<file path="src/rtl/argmax_reader.sv">
// Scans the first N_OUT entries of a registered-read output RAM and reports the index and
// value of the largest entry. Ties resolve to the lowest index. Results are published on the
// single-cycle done pulse and held until the next completed scan.
module argmax_reader #(
  parameter int unsigned D_WIDTH = 4,
  parameter int unsigned A_WIDTH = 4,
  parameter int unsigned N_OUT   = 10
) (
  input  logic               clk,
  input  logic               rst,
  input  logic               start,
  output logic [A_WIDTH-1:0] r_addr,
  input  logic [D_WIDTH-1:0] ram_data,
  output logic               busy,
  output logic               done,
  output logic [A_WIDTH-1:0] max_idx,
  output logic [D_WIDTH-1:0] max_val
);

  // One spare bit keeps N_OUT = 2**A_WIDTH from wrapping the counter.
  localparam logic [A_WIDTH:0] LastAddr = (A_WIDTH + 1)'(N_OUT - 1);

  typedef enum logic [1:0] {StIdle, StRead, StDrain, StDone} state_e;

  state_e               state_q, state_d;
  logic [A_WIDTH:0]     addr_q, addr_d;
  logic                 pipe_vld_q;
  logic [A_WIDTH-1:0]   pipe_idx_q;
  logic [D_WIDTH-1:0]   run_max_q, run_max_d;
  logic [A_WIDTH-1:0]   run_idx_q, run_idx_d;
  logic [A_WIDTH-1:0]   max_idx_q;
  logic [D_WIDTH-1:0]   max_val_q;
  logic                 take;

  // Next state and address counter; the counter idles at 0 so r_addr needs no output mux.
  always_comb begin
    state_d = state_q;
    addr_d  = addr_q;
    unique case (state_q)
      StIdle: begin
        if (start) state_d = StRead;
      end
      StRead: begin
        if (addr_q == LastAddr) begin
          addr_d  = '0;
          state_d = StDrain;
        end else begin
          addr_d = addr_q + 1'b1;
        end
      end
      StDrain: state_d = StDone;
      StDone:  state_d = StIdle;
      default: state_d = StIdle;
    endcase
  end

  // Running compare on the data returned for the address issued one cycle earlier.
  always_comb begin
    take      = pipe_vld_q && ((pipe_idx_q == '0) || (ram_data > run_max_q));
    run_max_d = take ? ram_data   : run_max_q;
    run_idx_d = take ? pipe_idx_q : run_idx_q;
  end

  // State, read pipeline, running max and published results.
  always_ff @(posedge clk) begin
    if (rst) begin
      state_q    <= StIdle;
      addr_q     <= '0;
      pipe_vld_q <= 1'b0;
      pipe_idx_q <= '0;
      run_max_q  <= '0;
      run_idx_q  <= '0;
      max_idx_q  <= '0;
      max_val_q  <= '0;
    end else begin
      state_q    <= state_d;
      addr_q     <= addr_d;
      pipe_vld_q <= (state_q == StRead);
      pipe_idx_q <= addr_q[A_WIDTH-1:0];
      if (pipe_vld_q) begin
        run_max_q <= run_max_d;
        run_idx_q <= run_idx_d;
      end
      // The last entry arrives during DRAIN, so fold it in while publishing.
      if (state_q == StDrain) begin
        max_val_q <= run_max_d;
        max_idx_q <= run_idx_d;
      end
    end
  end

  assign r_addr  = addr_q[A_WIDTH-1:0];
  assign busy    = (state_q == StRead) || (state_q == StDrain);
  assign done    = (state_q == StDone);
  assign max_idx = max_idx_q;
  assign max_val = max_val_q;

endmodule
</file>
<file path="config.mk">
export PLATFORM = sky130hd
export DESIGN_NAME = argmax_reader
export DESIGN_NICKNAME = d
export VERILOG_FILES = /design/src/rtl/argmax_reader.sv
export SDC_FILE = /design/constraint.sdc
export NUM_CORES = 1
export LEC_CHECK = 0
export CORE_MARGIN = 8
export CORE_UTILIZATION = 35
export CTS_CLUSTER_DIAMETER = 120
export CTS_CLUSTER_SIZE = 40
export DETAILED_ROUTE_END_ITERATION = 10
export SYNTH_ARGS = -nofsm -noshare
export SYNTH_HDL_FRONTEND = slang
export SYNTH_SLANG_ARGS = --single-unit
export TNS_END_PERCENT = 100
</file>
<file path="constraint.sdc">
create_clock -name clk -period 4.3 [get_ports clk]
set_clock_uncertainty 0.15 [all_clocks]
set_input_delay 0.645 -clock clk [delete_from_list [all_inputs] [get_ports clk]]
set_output_delay 0.645 -clock clk [all_outputs]
set_load 0.02 [all_outputs]
</file>
==> flow_metrics.env <==
export IMPL_status="finished clean"
export IMPL_cp_num_buf_inv=2
export IMPL_cts_repair_resized=0
export IMPL_drive_gt1_share_pct=3.521
export IMPL_syn_to_final_growth_pct=20.70
export IMPL_critPathCaptureType="primary output"
export IMPL_worstRegToRegCells=7
export IMPL_rows=21
export IMPL_cts_root_buffer="clkbuf_4"
export IMPL_worst_r2r_setup_slack_ps=2330
export IMPL_slowest_stage="clkdlybuf4s50_1"
export IMPL_synth_area_um2=1185
export IMPL_crit_path_start="state_q[0]$_SDFFE_PP0P_"
export IMPL_mostFrequentLayoutCell="dfxtp_1"
export IMPL_timing_critical_path_cells="inv_1, ha_1, clkdlybuf4s50_1"
export IMPL_total_length_of_routed_wires_mm=2.197
export IMPL_clk_lat_worst_skew_ps=320
export IMPL_p_total_mw=0.8113
export IMPL_mappedNetlistNets=144
export IMPL_achievable_frequency_mhz=399.3
export IMPL_remaining_drc_errors=0
export IMPL_clock_tree_from_tritoncts="done"
export IMPL_synth_seq_area_share_pct=47.31
export IMPL_whs_ps=344.6
export IMPL_start_util_pct=36.08
export IMPL_drt_wirelength_per_cell_um=11.69
export IMPL_p_leak_nw=0.5254
export IMPL_worst_slew_pin_transition_ps=978.0
export IMPL_detailed_place_hpwl_mm=1.649
export IMPL_netlist_instances=127
export IMPL_synthesis_yosys_warnings=0
export IMPL_die_area_um2=5503
export IMPL_first_pass_grt_wire_length_mm=3.953
export IMPL_cts_sinks=28
export IMPL_vias_per_cell=4.553
export IMPL_worst_path_stages=3
export IMPL_classification_of_the_worst_slack_hold_path="flip-flop to flip-flop"
export IMPL_fin_tns_setup_ps=0
export IMPL_postCtsHoldBufs=0
export IMPL_port_buffers=20
export IMPL_fin_crit_sh_pct=58.25
export IMPL_r2r_start="run_max_q[1]$_SDFFE_PP0P_"
export IMPL_maxCapViolations=0
export IMPL_timing_slew_headroom_pct=34.59
export IMPL_die_h_um=74.19
export IMPL_detail_route_antenna_nets=0
export IMPL_tritoncts_num_buffers=3
export IMPL_ys_ff_latch=28
export IMPL_timing_setup_critical_path_class="flip-flop to primary output"
export IMPL_power_density_nw_per_um2=567.3
export IMPL_crit_end="busy"
export IMPL_synth_top_cells_by_area="dfxtp_1, ha_1, nor2_1"
export IMPL_cts_buffer_depth=2
export IMPL_grt_util_all_layers_pct=9.073
export IMPL_max_stage_delay_ps=600
export IMPL_yosys_area_top_type="dfxtp_1"
export IMPL_cp_data_arrival_time_ps=1710
export IMPL_drtPass1Iterations=4
export IMPL_final_max_slew_violation_count=0
export IMPL_synth_top_area_share_pct=47.31
export IMPL_drt_iter0_drc=51
export IMPL_num_antenna_cells=0
export IMPL_antenna_violations_before_repair=0
export IMPL_cpLargestDelayFamily="buffers and inverters"
export IMPL_synthDistinctLibCells=25
export IMPL_ir_worst_vdd_mv=0.1745
export IMPL_finalHoldViolations=0
export IMPL_finalSetupViolCount=0
export IMPL_rsz0062_at_grt="no"
export IMPL_most_common_layout_cells="dfxtp_1, nor2_1, clkdlybuf4s50_1, ha_1, a211oi_1"
export IMPL_postCtsSetupBuffers=0
export IMPL_gp_routability_congestion=0.7829
export IMPL_synthesis_area_per_instance_um2=9.330
export IMPL_required_ps=3500
export IMPL_number_of_top_level_design_ports=21
export IMPL_die_w_um=74.19
export IMPL_grt_max_degree=29
export IMPL_vias=856
export IMPL_critical_path_reg2reg_endpoint="max_val[0]$_SDFFE_PP0P_"
export IMPL_finish_net_count=160
export IMPL_startpoint_type="flip-flop"
export IMPL_grt_pass1_vias=893
export IMPL_finalWorstPathRequiredPeriod_ps=2505
export IMPL_critical_path_max_fanout=3
export IMPL_htree_levels=1
export IMPL_grt_ovfl_total=0
export IMPL_clkTransAtPathRegs_ps=150
export IMPL_design_core_area_um2=3284
export IMPL_fill_cells=330
flip-flops by register name (all words and copies together) (netlist names):
register / count
pipe_idx_q: 4
run_max_q: 4
pipe_vld_q: 1
max_idx: 4
run_idx_q: 4
addr_q: 5
state_q: 2
max_val: 4
metal layers:
metal  up-vias  GRT usage, %  wire length (um)
li1        453             -                 -
met1       386         10.66              1010
met2        15         15.04              1054
met3         2         2.291               122
met4         0         4.213                10
met5         -             0                 0
final cells by class:
type / instances / area [um^2] / area share (%)
flip-flops and latches: 28 / 560.5 / 39.20
multi-input cells: 82 / 545.5 / 38.15
repair buffers: 20 / 200.2 / 14.00
well taps: 46 / 57.56 / 4.025
clock buffers: 4 / 36.28 / 2.537
inverters: 8 / 30.03 / 2.100
power by group:
part           switching, mW  internal (mW)
sequential            0.0355          0.311
combinational          0.187          0.151
clock                 0.0743         0.0518
cells in the mapped netlist:
cell type  number
a211oi_1        9
nand4_1         2
inv_1           8
nor4_1          1
nand3_1         1
o21ai_1         1
buf_4           4
nor2_1         27
buf_1           1
o21ai_0         2
nor2b_1         4
mux2i_1         8
clkbuf_1        4
and3_1          1
nand2_1         5
a21oi_4         1
dfxtp_1        28
nand3b_1        1
a21oi_1         4
a22oi_1         1
ha_1           10
xor2_1          1
o211ai_1        1
a221oi_1        1
nand2b_1        1
per-stage QoR:
stage,setup WS (ps),instances,area (um^2),util [%]
after floorplan,2209,127,1185,-
after global placement,1606,184,1394,42.44
after detailed placement,1578,184,1394,42.44
after CTS,1771,188,1430,43.54
after global routing,1667,188,1430,43.54
final,1795,188,1430,43.54
how the worst min path moves through the flow:
stage | from | to | slack [ps] | depth (start not counted)
2_1_floorplan | run_idx_q[0]$_SDFFE_PP0P_ | run_idx_q[0]$_SDFFE_PP0P_ | 310 | 2
3_3_place_gp | max_val[0]$_SDFFE_PP0P_ | max_val[0]$_SDFFE_PP0P_ | 330 | 2
3_5_place_dp | max_val[0]$_SDFFE_PP0P_ | max_val[0]$_SDFFE_PP0P_ | 330 | 2
4_1_cts | max_val[0]$_SDFFE_PP0P_ | max_val[0]$_SDFFE_PP0P_ | 350 | 2
5_1_grt | max_val[1]$_SDFFE_PP0P_ | max_val[1]$_SDFFE_PP0P_ | 380 | 2
6_report | max_val[0]$_SDFFE_PP0P_ | max_val[0]$_SDFFE_PP0P_ | 340 | 2
kinds of logic after synthesis:
kind of cell               share of synthesized area [%]
AOI/OAI and AO/OA                                  12.04
xor gates and xnor gates                          0.7393
adders and majority gates                          10.56
buffers and inverters                              6.652
DFF                                                47.31
muxes                                              6.758
and+or+nand+nor                                    15.95
worst register-to-register path, delay by kind of cell, from the launching register on:
family / cells / cell delay (ps)
buffers and inverters: 1 / 40
adders and majority gates: 1 / 280
DFF: 1 / 360
muxes: 1 / 300
and+or+nand+nor: 1 / 140
AOI/OAI and AO/OA: 3 / 570
No activity file was read; power rests on OpenSTA's default activity.
